==> src/rtl/psi_index_serializer.sv <==
// psi_index_serializer
//   Streams the indices of the set bits in a W-bit PSI intersection bitmap,
//   lowest index first, one index per valid/ready beat. The captured bitmap
//   is scanned CHUNK bits per cycle, so long runs of zero bits are skipped
//   quickly. An all-zero bitmap produces a single beat with index 0 and
//   out_empty=1.
//
// Ports
//   clk        rising-edge clock
//   rst        synchronous reset, active-low
//   in_valid   bitmap offered by upstream
//   in_ready   block idle and will capture the bitmap
//   in_bitmap  W-bit intersection bitmap
//   out_valid  out_idx / out_last / out_empty are valid
//   out_ready  downstream accepts the current beat
//   out_idx    index of a set bit
//   out_last   final beat for this bitmap
//   out_empty  bitmap was all-zero (single index-0 beat)
//   out_count  beats accepted so far for the current bitmap
module psi_index_serializer #(
    parameter int W     = 10,
    parameter int CHUNK = 4,
    parameter int IW    = (W > 1) ? $clog2(W) : 1,
    parameter int CW    = $clog2(W + 1)
) (
    input  logic          clk,
    input  logic          rst,
    input  logic          in_valid,
    output logic          in_ready,
    input  logic [W-1:0]  in_bitmap,
    output logic          out_valid,
    input  logic          out_ready,
    output logic [IW-1:0] out_idx,
    output logic          out_last,
    output logic          out_empty,
    output logic [CW-1:0] out_count
);

    localparam int NCHUNK = (W + CHUNK - 1) / CHUNK;
    localparam int PW     = NCHUNK * CHUNK;
    localparam int PTRW   = (NCHUNK > 1) ? $clog2(NCHUNK) : 1;
    localparam int CPW    = (CHUNK > 1) ? $clog2(CHUNK) : 1;

    typedef enum logic [1:0] {
        S_IDLE,
        S_SCAN,
        S_EMIT
    } state_t;

    state_t          r_state, w_state_nxt;
    logic [W-1:0]    r_mask,  w_mask_nxt;
    logic [PTRW-1:0] r_ptr,   w_ptr_nxt;
    logic [IW-1:0]   r_idx,   w_idx_nxt;
    logic            r_last,  w_last_nxt;
    logic            r_empty, w_empty_nxt;
    logic [CW-1:0]   r_count, w_count_nxt;

    // Mask zero-extended to a whole number of chunks so the final partial
    // chunk reads its out-of-range bits as 0.
    logic [PW-1:0]    w_mask_pad;
    logic [31:0]      w_base;
    logic [CHUNK-1:0] w_chunk;
    logic [CHUNK-1:0] w_chunk_low;
    logic [CPW-1:0]   w_pos;
    logic [W-1:0]     w_mask_clr;

    assign w_mask_pad  = PW'(r_mask);
    assign w_base      = 32'(r_ptr) * 32'(CHUNK);
    assign w_chunk     = CHUNK'(w_mask_pad >> w_base);
    // Two's-complement trick isolates the lowest set bit of the chunk.
    assign w_chunk_low = w_chunk & (~w_chunk + CHUNK'(1));
    assign w_mask_clr  = W'(w_mask_pad & ~(PW'(w_chunk_low) << w_base));

    // Priority encoder: walk from the top so the lowest set bit wins.
    always_comb begin
        w_pos = '0;
        for (int unsigned i = CHUNK; i > 0; i--) begin
            if (w_chunk[i-1]) begin
                w_pos = CPW'(i - 1);
            end
        end
    end

    always_comb begin
        w_state_nxt = r_state;
        w_mask_nxt  = r_mask;
        w_ptr_nxt   = r_ptr;
        w_idx_nxt   = r_idx;
        w_last_nxt  = r_last;
        w_empty_nxt = r_empty;
        w_count_nxt = r_count;
        case (r_state)
            S_IDLE: begin
                if (in_valid) begin
                    w_mask_nxt  = in_bitmap;
                    w_ptr_nxt   = '0;
                    w_count_nxt = '0;
                    if (in_bitmap != '0) begin
                        w_state_nxt = S_SCAN;
                    end else begin
                        w_state_nxt = S_EMIT;
                        w_idx_nxt   = '0;
                        w_empty_nxt = 1'b1;
                        w_last_nxt  = 1'b1;
                    end
                end
            end
            S_SCAN: begin
                if (w_chunk != '0) begin
                    w_idx_nxt   = IW'(w_base + 32'(w_pos));
                    w_mask_nxt  = w_mask_clr;
                    w_last_nxt  = (w_mask_clr == '0);
                    w_state_nxt = S_EMIT;
                end else begin
                    // Mask is non-zero here, so the pointer cannot run past
                    // the final chunk.
                    w_ptr_nxt = r_ptr + PTRW'(1);
                end
            end
            S_EMIT: begin
                if (out_ready) begin
                    w_count_nxt = r_count + CW'(1);
                    if (r_last) begin
                        w_state_nxt = S_IDLE;
                        w_empty_nxt = 1'b0;
                    end else begin
                        // Pointer kept: the same chunk may hold more bits.
                        w_state_nxt = S_SCAN;
                    end
                end
            end
            default: begin
                w_state_nxt = S_IDLE;
            end
        endcase
    end

    always_ff @(posedge clk) begin
        if (!rst) begin
            r_state <= S_IDLE;
            r_mask  <= '0;
            r_ptr   <= '0;
            r_idx   <= '0;
            r_last  <= 1'b0;
            r_empty <= 1'b0;
            r_count <= '0;
        end else begin
            r_state <= w_state_nxt;
            r_mask  <= w_mask_nxt;
            r_ptr   <= w_ptr_nxt;
            r_idx   <= w_idx_nxt;
            r_last  <= w_last_nxt;
            r_empty <= w_empty_nxt;
            r_count <= w_count_nxt;
        end
    end

    assign in_ready  = (r_state == S_IDLE);
    assign out_valid = (r_state == S_EMIT);
    assign out_idx   = r_idx;
    assign out_last  = r_last;
    assign out_empty = r_empty;
    assign out_count = r_count;

endmodule

==> config.mk <==
export PLATFORM = sky130hd
export DESIGN_NAME = psi_index_serializer
export DESIGN_NICKNAME = d
export VERILOG_FILES = /design/src/rtl/psi_index_serializer.sv
export SDC_FILE = /design/constraint.sdc
export NUM_CORES = 1
export LEC_CHECK = 0
export ABC_CLOCK_PERIOD_IN_PS = 1700
export CAP_MARGIN = 10
export CORE_AREA = 2 2 44 86
export DETAILED_ROUTE_END_ITERATION = 12
export DIE_AREA = 0 0 46 88
export PLACE_DENSITY_LB_ADDON = 0.1
export SYNTH_ARGS = -nofsm -noshare
export SYNTH_HDL_FRONTEND = slang
export SYNTH_SLANG_ARGS = --single-unit
==> constraint.sdc <==
create_clock -name clk -period 1.7 [get_ports clk]
set_clock_uncertainty 0.05 [all_clocks]
set_input_delay 0.34 -clock clk [delete_from_list [all_inputs] [get_ports clk]]
set_output_delay 0.34 -clock clk [all_outputs]
set_load 0.02 [all_outputs]
### Word level (Yosys, flattened, before mapping)

Index checks and enable logic that the tools add are counted.

| operators by class | value |
|---|---|
| muxes and demuxes | 30 |
| bitwise operators | 4 |
| add/subtract/negate cells | 4 |
| reduce and logical (&&, ||, !) cells | 12 |
| shift operators | 2 |
| equality and inequality tests | 8 |

Operators by type and width:

| operator | count |
|---|---|
| 2-to-1 mux 10 bit | 2 |
| 2-to-1 mux 2 bit | 10 |
| 2-to-1 mux 4 bit | 5 |
| case mux 10 bit (2 select lines) | 1 |
| case mux 4 bit (2 select lines) | 2 |
| AND reduction 3 bit | 4 |
| bitwise AND 10 bit | 1 |
| logical NOT 10 bit | 1 |
| NOT 10 bit | 1 |
| nonzero test 10 bit | 1 |
| << shifter 4 x 4 -> 10 bit | 1 |
| >> shifter 10 x 4 -> 4 bit | 1 |
| adder 4 x 1 -> 4 bit (second input constant) | 2 |
| inequality test 2 bit (second input constant) | 4 |
| 2-to-1 mux 1 bit | 6 |
| case mux 2 bit (3 select lines) | 1 |
| AND reduction 5 bit | 1 |
| adder 4 x 2 -> 4 bit | 1 |
| bitwise AND 4 bit | 1 |
| inequality test 2 x 1 -> 1 bit (second input constant) | 2 |
| NOT 4 bit | 1 |
| case mux 1 bit (2 select lines) | 2 |
| case mux 2 bit (2 select lines) | 1 |
| AND reduction 4 bit | 1 |
| other kinds (6) | 7 |

| storage, ports and cells | value |
|---|---|
| input bits | 14 |
| word-level logic and storage cells | 67 |
| flip-flop bits (word level) | 24 |
| output and inout bits | 12 |

### Depth between registers and ports, before layout

Gate-level depths: netlist of the first run.

| logic depth | value |
|---|---|
| word-level depth | 10 |
| gate-level depth with buffers | 7 |
| depth with buffers taken out | 5 |

### Worst setup path before layout of the first run

No wires, ideal clock.

| path | value |
|---|---|
| kind | input to register |
| start | input port in_bitmap[5] |
| end | register r_idx[1], in the netlist out_idx[1] |
| data required time | 1.525 ns |
| stages on the path | 5 |
| setup slack | -0.091 ns |
| buffers on the path | 0 |
| arrival time | 1.617 ns |
| library setup time | 0.125 ns |
| cells stage by stage | or4_1 nor4_4 a21oi_1 a211oi_1 o21ai_0 |

| on the way | value |
|---|---|
| cells in the longest elaborated chain, start to end | 3 |

RTL lines:

| what | line | source |
|---|---|---|
| start, declared | 30 | `input logic [W-1:0] in_bitmap,` |
| nonzero test 10 bit | 98 | `if (in_bitmap != '0) begin` |
| inequality test 2 bit (no source line) | - |  |
| AND reduction 4 bit (no source line) | - |  |
| end signal, assigned | 151 | `r_idx <= w_idx_nxt;` |
| end, declared | 53 | `logic [IW-1:0] r_idx, w_idx_nxt;` |

No other way between the ends.
A chain may end at the register's enable or synchronous reset.

### Worst setup path in the final report of the first run

| path | value |
|---|---|
| start | register r_mask[5] |
| end | register r_last, in the netlist out_last |

| on the way | value |
|---|---|
| cells in the longest elaborated chain, start to end | 10 |
| elaborated cells between the ends (all ways) | 13 |
| classes of those cells | 1 x add/sub; 1 x eq/ne; 2 x shift; 2 x mux; 4 x bitwise; 3 x reduce/logical |

RTL lines:

| what | line | source |
|---|---|---|
| start, declared | 51 | `logic [W-1:0] r_mask, w_mask_nxt;` |
| start signal, assigned | 149 | `r_mask <= w_mask_nxt;` |
| >> shifter 10 x 4 -> 4 bit | 69 | `assign w_chunk = CHUNK'(w_mask_pad >> w_base);` |
| NOT 4 bit | 71 | `assign w_chunk_low = w_chunk & (~w_chunk + CHUNK'(1));` |
| adder 4 x 1 -> 4 bit | 71 |  |
| bitwise AND 4 bit | 71 |  |
| << shifter 4 x 4 -> 10 bit | 72 | `assign w_mask_clr = W'(w_mask_pad & ~(PW'(w_chunk_low) << w_base));` |
| NOT 10 bit | 72 |  |
| bitwise AND 10 bit | 72 |  |
| logical NOT 10 bit | 112 | `w_last_nxt = (w_mask_clr == '0);` |
| 2-to-1 mux 1 bit | 109 | `if (w_chunk != '0) begin` |
| case mux 1 bit (2 select lines) | 92 | `case (r_state)` |
| end signal, assigned | 152 | `r_last <= w_last_nxt;` |
| end, declared | 54 | `logic r_last, w_last_nxt;` |

Several ways; a longest one is shown, not always the timed one. The select of a mux whose other input is x is not followed.

==> results, run 1 <==
- The flow ran to the end, but the final reports show violations.
- The checks that failed: setup timing.
- The count of cell types in the netlist is 56.
- The layout overhead on the synthesized area is 55.0%.
- After synthesis, the mean cell area works out to 8.30 µm².
- The final hold violation count came to 0.
- The effective utilization at floorplan is 0.447.
- The area of the die is 4050 µm².
- The Yosys step of the flow raised 0 warnings.
- The global-route total usage across every layer is 0.269.
- Dividing the detail-routed via count by the number of cells gives 6.18.
- In this run the tool buffered the top-level ports with 25 buffer cells.
- The HPWL after detailed placement is 3660 µm.
- Setup repair after global routing could not meet its margin everywhere.
- In the synthesized netlist, the cells that appear most often are 24 x sky130_fd_sc_hd__dfxtp_1, 21 x sky130_fd_sc_hd__nor2_1, 16 x sky130_fd_sc_hd__nand2_1, 9 x sky130_fd_sc_hd__o21ai_0, 7 x sky130_fd_sc_hd__a21boi_0.
- The worst hold-check slack is 313 ps.
- The reported net switching power is 921 µW.
- The final-stage net count is 268.
- The pre-CTS worst setup slack is -701 ps.
- The final cell area excluding filler cells is 2340 µm².
- Across the run, the number of max-cap violations was 0.
- CTS built an H-tree with a depth of 1.
- Cell internal power was estimated by the tool at 1.58 mW.
- The initialized floorplan defines 30 standard-cell rows.
- TritonCTS created 3 clock buffers.
- The first-pass GRT wire length is 7990 µm.
- The remaining antenna violation count after routing is 0.
- The cell type with the largest total area after synthesis is sky130_fd_sc_hd__dfxtp_1.
- The internal reg-to-reg setup slack is -90 ps.
- In the final layout, the share of cells above drive strength 1 is 0.377.
- The signal on the critical path passes through or4b_4 -> maj3_2 -> nor2_2 -> nand4_1 -> o31ai_1.
- Once layout is complete, the utilization of the core stands at 0.693.
- Of the synthesized area, sequential elements account for 0.318.
- Dividing the final minimum period by the clock period gives 1.05.
- In this run the tightest slew margin relative to its limit is 0.664.
- The core region is 3380 µm².
- The reg-to-reg critical path endpoint is out_last.
- The worst setup path is launched from a flip-flop.
- The part of the power in registers is 0.285.
- The standard cell with the maximum stage delay on the critical path is sky130_fd_sc_hd__or4b_4.
- The launch point of the worst reg-to-reg path is r_mask[5].
- The path type of the worst min-delay path is input port to flip-flop.
- The number of register bits inferred by synthesis is 24.
- The critical path endpoint category is a flip-flop.
- The clock slew seen by the registers of the worst setup and hold paths is 100 ps.
- In this run the power density over the cells is 1070 nW/µm².
- Summing over every cut layer, the via total after detailed routing is 1,756.
- The highest clock rate is 560 MHz.
- Counting I/O delays and the setup requirement, the final critical path takes 1790 ps.
- The die is 46 µm wide.
- Routability-driven placement finished with a final weighted congestion of 0.964.
- Setup violations remaining at the end of the flow were counted as 3.
- The clock sink count is 24.
- The number of buffers and inverters on the critical path is 0.
- From bottom edge to top edge, the die measures 88 µm.
- The placed instances occupy a cell area of 2090 µm².
- The maximum resistive drop on vdd is 0.596 mV.
- Synthesis produced a netlist with a net count of 197.
- The transition time at the pin with the least slew margin is 500 ps.
- The cell leakage power is 1.01 nW.
- In this run, the number of DRC markers left after iteration 0 of detailed routing was 60.
- After the flow finishes, the layout carries non-filler instances totaling 284.
- Counting instances, the worst hold path has a depth of 3.
- The maximum number of pins on one net before global-route repair is 31.
- The worst hold path terminates at r_mask[2].
- The longest clock path from root to sink contains 2 buffers.
- The critical path is of the flip-flop to flip-flop type.
- The delay contributed by the slowest stage of the critical path is 530 ps.
- The hold path startpoint is in_bitmap[2].
- Data arrives at the worst endpoint at 1930 ps.
- Of the post-synthesis cell area, the dominant cell type holds 0.318.
- Sorting the synthesized cells by area gives the leading types as sky130_fd_sc_hd__dfxtp_1 32%, sky130_fd_sc_hd__nor2_1 5.2%, sky130_fd_sc_hd__nand2_1 4.0%, sky130_fd_sc_hd__a21boi_0 3.5%, sky130_fd_sc_hd__mux2i_1 3.3%.
- The number of antenna violations at the first check in global routing is 0.
- 0 antenna diodes ended up in the layout.
- The clock reaches the later pin of the worst-skew pair after 280 ps.
- Wires add up to 5100 µm.
- In this run the count of I/O pins placed on the die edge is 26.
- The proportion of synthesized flip-flops having asynchronous set or reset is 0.
- The part of the total power dissipated in the clock network is 0.205.
- The final number of max-transition violations came to 0.
- Yosys mapped a number of flops with a built-in enable equal to 0.
- The via count of the first global-routing pass was 1,772.
- The worst reg2reg path depth is 5.
- The detail-routed net length per standard cell is 17.9 µm.
- For this run, the leading register cell type out of synthesis is sky130_fd_sc_hd__dfxtp_1.
- The combined area of all synthesized cells is 1510 µm².
- The clock tree root driver cell is sky130_fd_sc_hd__clkbuf_8.
- The cell with the most instances after synthesis is sky130_fd_sc_hd__dfxtp_1.
- Broken down by cell family, the worst path's largest delay share belongs to simple AND/OR/NAND/NOR gates.
- The sum of negative setup slack is -107 ps.
- The design draws 2.50 mW.
- At the worst endpoint, the required time is 1840 ps.
- In the post-route analysis, the smallest setup slack over all paths is -87.2 ps.
- The TritonCTS clock tree is built.
- The pre-antenna-repair detailed-routing pass consisted of 4 iterations.
- The worst-path maximum fanout is 5.
- The synthesized instance count is 182.
- The proportion of total power due to net switching is 0.368.
- After global routing the overflow that remains totals 0.
- After detailed placement, the design holds a cell count of 273.
- After detailed routing, the number of remaining DRC violations is 0.
- Of the total power, combinational logic draws 0.510.
-- layer usage --
metal	wire (µm)	GRT usage	vias to the layer above
li1	-	-	818
met3	186	0.0247	26
met1	1830	0.275	841
met2	2770	0.472	71
met5	0	0	-
met4	302	0.192	0
-- cell families (layout without fill, tap and decap cells) --
group,after synthesis,after routing,synth area share
buffers and inverters,16,86,0.0630
multiplexers,5,5,0.0331
AND/OR/NAND/NOR,75,75,0.273
flip-flops,24,24,0.318
XOR/XNOR,2,2,0.0116
AO/OA/AOI/OAI,57,57,0.279
adder cells (fa/ha/maj),3,3,0.0224
-- power by group through the flow --
| stage | combinational [mW] | clock (mW) | sequential (mW) |
|---|---|---|---|
| 6_report | 1.28 | 0.512 | 0.714 |
| 5_1_grt | 1.36 | 0.549 | 0.719 |
| 4_1_cts | 1.18 | 0.515 | 0.711 |
| 3_5_place_dp | 1.10 | 0 | 0.712 |
| 3_3_place_gp | 1.07 | 0 | 0.711 |
| 2_1_floorplan | 0.587 | 0 | 0.708 |
-- tightest hold or removal path, stage by stage --
cell	delay, ps
sky130_fd_sc_hd__buf_6	70
sky130_fd_sc_hd__a22oi_1	50
sky130_fd_sc_hd__a21boi_0	150
-- sequential cells by signal (all words and copies together) (netlist names) --
register / cells
r_mask: 10
out_count: 4
out_idx: 4
r_ptr: 2
r_state: 2
out_empty: 1
out_last: 1
-- how the worst max path moves through the flow --
| stage | startpoint | endpoint | slack, ps | cells after the start |
|---|---|---|---|---|
| global placement | in_bitmap[5] | out_idx[2] | -640 | 6 |
| CTS | r_mask[4] | out_last | -50 | 5 |
| global route | r_mask[5] | out_last | -110 | 5 |
| finish | r_mask[5] | out_last | -90 | 5 |
| detailed placement | in_bitmap[5] | out_idx[2] | -700 | 6 |
| floorplan | in_bitmap[5] | out_idx[2] | -80 | 5 |
-- layout make-up --
class	count	area, µm²
clock buffers	3	41.3
clock inverters	1	30.0
fillers	275	1040
inverters	3	11.3
multi-input cells	142	1050
flip-flops and latches	24	497
well taps	32	40.0
repair buffers	79	674
-- layout by cell type, fill, tap and decap left out, types with 4 or more instances in the layout --
cell type | netlist | routed
sky130_fd_sc_hd__buf_4 | 0 | 52
sky130_fd_sc_hd__nor2_1 | 21 | 19
sky130_fd_sc_hd__dfxtp_1 | 24 | 19
sky130_fd_sc_hd__nand2_1 | 16 | 16
sky130_fd_sc_hd__clkdlybuf4s50_1 | 0 | 12
sky130_fd_sc_hd__o21ai_0 | 9 | 8
sky130_fd_sc_hd__o211ai_1 | 6 | 6
sky130_fd_sc_hd__nand3_1 | 6 | 6
sky130_fd_sc_hd__a22oi_1 | 5 | 5
sky130_fd_sc_hd__a21boi_0 | 7 | 5
sky130_fd_sc_hd__o31ai_1 | 4 | 4
sky130_fd_sc_hd__dfxtp_4 | 0 | 4
-- repair_timing --
item / in CTS / in global routing
hold buffers: 0 / 0
pin swaps: 13 / 12
hold endpoints to repair: 0 / 0
cloned: 0 / 0
resized for setup: 44 / 21
buffers inserted: 3 / 4
setup endpoints to repair: 18 / 15
(Power assumes the default switching activity.)
==> inputs of run 2 (changes only) <==
==> config.mk (replaced) <==
export PLATFORM = sky130hd
export DESIGN_NAME = psi_index_serializer
export DESIGN_NICKNAME = d
export VERILOG_FILES = /design/src/rtl/psi_index_serializer.sv
export SDC_FILE = /design/constraint.sdc
export NUM_CORES = 1
export LEC_CHECK = 0
export ABC_CLOCK_PERIOD_IN_PS = 1850
export CORE_AREA = 2 2 42 82
export DETAILED_ROUTE_END_ITERATION = 12
export DIE_AREA = 0 0 44 84
export PLACE_DENSITY_LB_ADDON = 0.1
export REMOVE_ABC_BUFFERS = 1
export SYNTH_ARGS = -nofsm -noshare
export SYNTH_HDL_FRONTEND = slang
export SYNTH_SLANG_ARGS = --single-unit
==> constraint.sdc (replaced) <==
create_clock -name clk -period 1.85 [get_ports clk]
set_clock_uncertainty 0.05 [all_clocks]
set_input_delay 0.37 -clock clk [delete_from_list [all_inputs] [get_ports clk]]
set_output_delay 0.37 -clock clk [all_outputs]
set_load 0.02 [all_outputs]
==> run 2 against run 1 <==
The flow now finishes without violations. Core utilization fell by 2.6 points. Critical path depth did not move. Power fell by 21%. Clock-buffer cell count rose by 1. Wire length fell by 8.4%. Final cell count fell by 7.4%. Non-clock buffer count fell by 20. Hold slack improved by 100 ps. Sequential cell count did not move. Global-route usage fell by 0.32 points. Die area fell by 8.7%. Critical endpoint unchanged. Largest cell class unchanged.
==> results, run 2 (synthesis gave the netlist of run 1 again) <==
- The overall routed net length is 4670 µm (was 5100 µm).
- The worst-path maximum fanout is 3 (was 5).
- The detailed placer's ending HPWL is 3580 µm (was 3660 µm).
- The highest clock rate is 548 MHz (was 560 MHz).
- The pre-CTS worst setup slack is -529 ps (was -701 ps).
- The launch point of the worst reg-to-reg path is r_mask[5] (unchanged).
- The share of cells above drive strength 1 is 0.263 (was 0.377).
- The final weighted congestion of routability-driven global placement is 0.908 (was 0.964).
- The register with the highest flop count is r_mask (unchanged).
- The post-CTS setup buffer count is 0 (was 3).
- The termination of the worst setup path is out_last (unchanged).
- The detail-routed net length per standard cell is 17.8 µm (was 17.9 µm).
- The signal arrival time at the worst endpoint is 1960 ps (was 1930 ps).
- The via count of the first global-routing pass is 1,625 (was 1,772).
- The number of rows created at floorplan is 29 (was 30).
- The total power density per cell area is 955 nW/µm² (was 1070 nW/µm²).
- Top library cells by usage in the layout, fill and taps aside: 32 x sky130_fd_sc_hd__buf_4, 21 x sky130_fd_sc_hd__nor2_1, 21 x sky130_fd_sc_hd__dfxtp_1 (was 52 x sky130_fd_sc_hd__buf_4, 19 x sky130_fd_sc_hd__nor2_1, 19 x sky130_fd_sc_hd__dfxtp_1).
- The number of remaining DRC errors came to 0 (unchanged).
- The total power consumption of the routed design came to 1.99 mW (was 2.50 mW).
- The combined area of the multi-input logic cells is 977 µm² (was 1050 µm²).
- Result of the run: completed (was finished with violations).
- The final cycle utilization of the critical path is 0.986 (was 1.05).
- The type of the setup path with the least slack is flip-flop to flip-flop (unchanged).
- The layout overhead on the synthesized area is 37.9% (was 55.0%).
- The transition time at the pin with the least slew margin is 364 ps (was 500 ps).
- The slack of the critical path came to 26.7 ps (was -87.2 ps).
- The worst reg2reg path depth was 5 (unchanged).
- The path type of the worst min-delay path was flip-flop to flip-flop (was input port to flip-flop).
- The sequential cell area is 489 µm² (was 497 µm²).
- The critical path launch point is r_mask[5] (unchanged).
- The internal reg-to-reg setup slack is 30 ps (was -90 ps).
- The number of iterations in the first detailed-routing pass is 4 (unchanged).
- The routed via count was 1,637 (was 1,756).
- The core footprint was 3120 µm² (was 3380 µm²).
- The commonest non-fill, non-tap cell in the layout is sky130_fd_sc_hd__buf_4 (unchanged).
- The remaining max-slew budget at the tightest pin is 0.756 (was 0.664).
- The first-pass GRT wire length was 7380 µm (was 7990 µm).
- The delay contributed by the slowest stage of the critical path is 540 ps (was 530 ps).
- The total setup violations reported at the end of the flow is 0 (was 3).
- The standard cell with the maximum stage delay on the critical path is sky130_fd_sc_hd__or4b_4 (unchanged).
- The TritonCTS clock tree is built (unchanged).
- The vertical extent of the die came to 84 µm (was 88 µm).
- The worst hold-check slack is 418 ps (was 313 ps).
- The final number of max-transition violations was 0 (unchanged).
- Unrepaired setup endpoints after global routing: yes (unchanged).
- The TritonCTS buffer count came to 3 (unchanged).
- The shortest clock period the worst path allows after layout is 1820 ps (was 1790 ps).
- The overall die width was 44 µm (was 46 µm).
- The global-route total usage across every layer is 0.265 (was 0.269).
- The flip-flop count of the largest register after layout came to 10 (unchanged).
- The number of H-tree levels came to 1 (unchanged).
- The cell leakage power was 0.839 nW (was 1.01 nW).
- The antenna cell count is 0 (unchanged).
- The final-stage net count is 248 (was 268).
- The maximum resistive drop on vdd came to 0.554 mV (was 0.596 mV).
- The kind of start point of the critical path was a flip-flop (unchanged).
- The later-pin clock latency in the skew report is 270 ps (was 280 ps).
- The maximum number of pins on one net before global-route repair is 31 (unchanged).
- The critical path endpoint category is a flip-flop (unchanged).
- The maximum clock path buffer count came to 2 (unchanged).
- The reg-to-reg critical path endpoint is out_last (unchanged).
- The remaining antenna violation count after routing is 0 (unchanged).
- The sum of negative setup slack is 0 ps (was -107 ps).
- The clock tree root driver cell was sky130_fd_sc_hd__clkbuf_8 (unchanged).
- Critical path cell sequence: or4b_4 -> maj3_2 -> nor2_2 -> nand4_1 -> o31ai_1 (unchanged).
- The area of the die is 3700 µm² (was 4050 µm²).
- The initial detailed-routing violation count was 59 (was 60).
- The effective utilization at floorplan was 0.484 (was 0.447).
- The worst path required time is 1990 ps (was 1840 ps).
- The number of antenna violations at the first check in global routing is 0 (unchanged).
- The number of maximum-capacitance constraint violations is 0 (unchanged).
- The clock slew seen by the registers of the worst setup and hold paths came to 90 ps (was 100 ps).
- The count of input and output buffers is 25 (unchanged).
- The number of top-level design ports was 26 (unchanged).
- The final hold violation count was 0 (unchanged).
- The mean number of vias per cell was 6.22 (was 6.18).
- The count of fill cells added during filler insertion is 276 (was 275).
- The quantity of hold-fixing buffers added after cts was 0 (unchanged).
- The total grt overflow is 0 (unchanged).
- The clock sink count is 24 (unchanged).
==> run 2: cell count changes in the layout (fill, tap and decap cells not counted), sizes merged <==
cell	change
clkdlybuf4s50	+4
dlymetal6s2s	-3
buf	-24
clkbuf	-1
bufinv	-1
clkdlybuf4s15	-2
dlygate4sd2	+7
==> run 2: worst max-delay path: cells and delay by family (launching register included) <==
family / cells / cell delay [ps]
and+or+nand+nor: 3 / 800
DFF: 1 / 370
AOI/OAI and AO/OA: 1 / 200
adders and majority gates: 1 / 320
==> run 2: what timing repair did <==
item,CTS,global route
pin swaps,3,4
gates resized for setup,15,13
setup endpoints to repair,11,9
==> run 2: final cells by class <==
cell class                 count  area share
tap                           31      0.0186
inverter                       3     0.00541
timing repair buffer          59       0.245
clock buffer                   4      0.0264
sequential                    24       0.235
multi-input combinational    142       0.469
==> run 2: how the worst min path moves through the flow <==
stage / start / slack (ps) / to / cells after the start
global placement: out_idx[1] / 400 / out_idx[1] / 2
global route: out_idx[2] / 460 / out_idx[2] / 2
floorplan: r_mask[9] / 420 / r_mask[9] / 2
finish: out_idx[1] / 420 / out_idx[1] / 2
CTS: out_idx[1] / 430 / out_idx[1] / 2
detailed placement: out_idx[1] / 420 / out_idx[1] / 2
==> run 2: power by group <==
| group | switching (mW) | internal [mW] | leakage (nW) |
|---|---|---|---|
| clock network | 0.177 | 0.190 | 0.0288 |
| registers | 0.0904 | 0.582 | 0.198 |
| logic | 0.498 | 0.449 | 0.612 |
==> run 2: routing by layer <==
layer / up-vias / track usage / part of all wire
li1: 784 / - / -
met1: 769 / 0.261 / 0.35
met2: 60 / 0.463 / 0.54
met3: 24 / 0.0260 / 0.030
met4: 0 / 0.218 / 0.081
met5: - / 0 / 0
==> run 2: stage by stage <==
step | std cells | util | cell area (µm²)
after floorplan | 169 | - | 1430
after global placement | 259 | 0.636 | 1980
after detailed placement | 259 | 0.636 | 1980
after CTS | 263 | 0.656 | 2050
after global routing | 263 | 0.667 | 2080
final | 263 | 0.667 | 2080
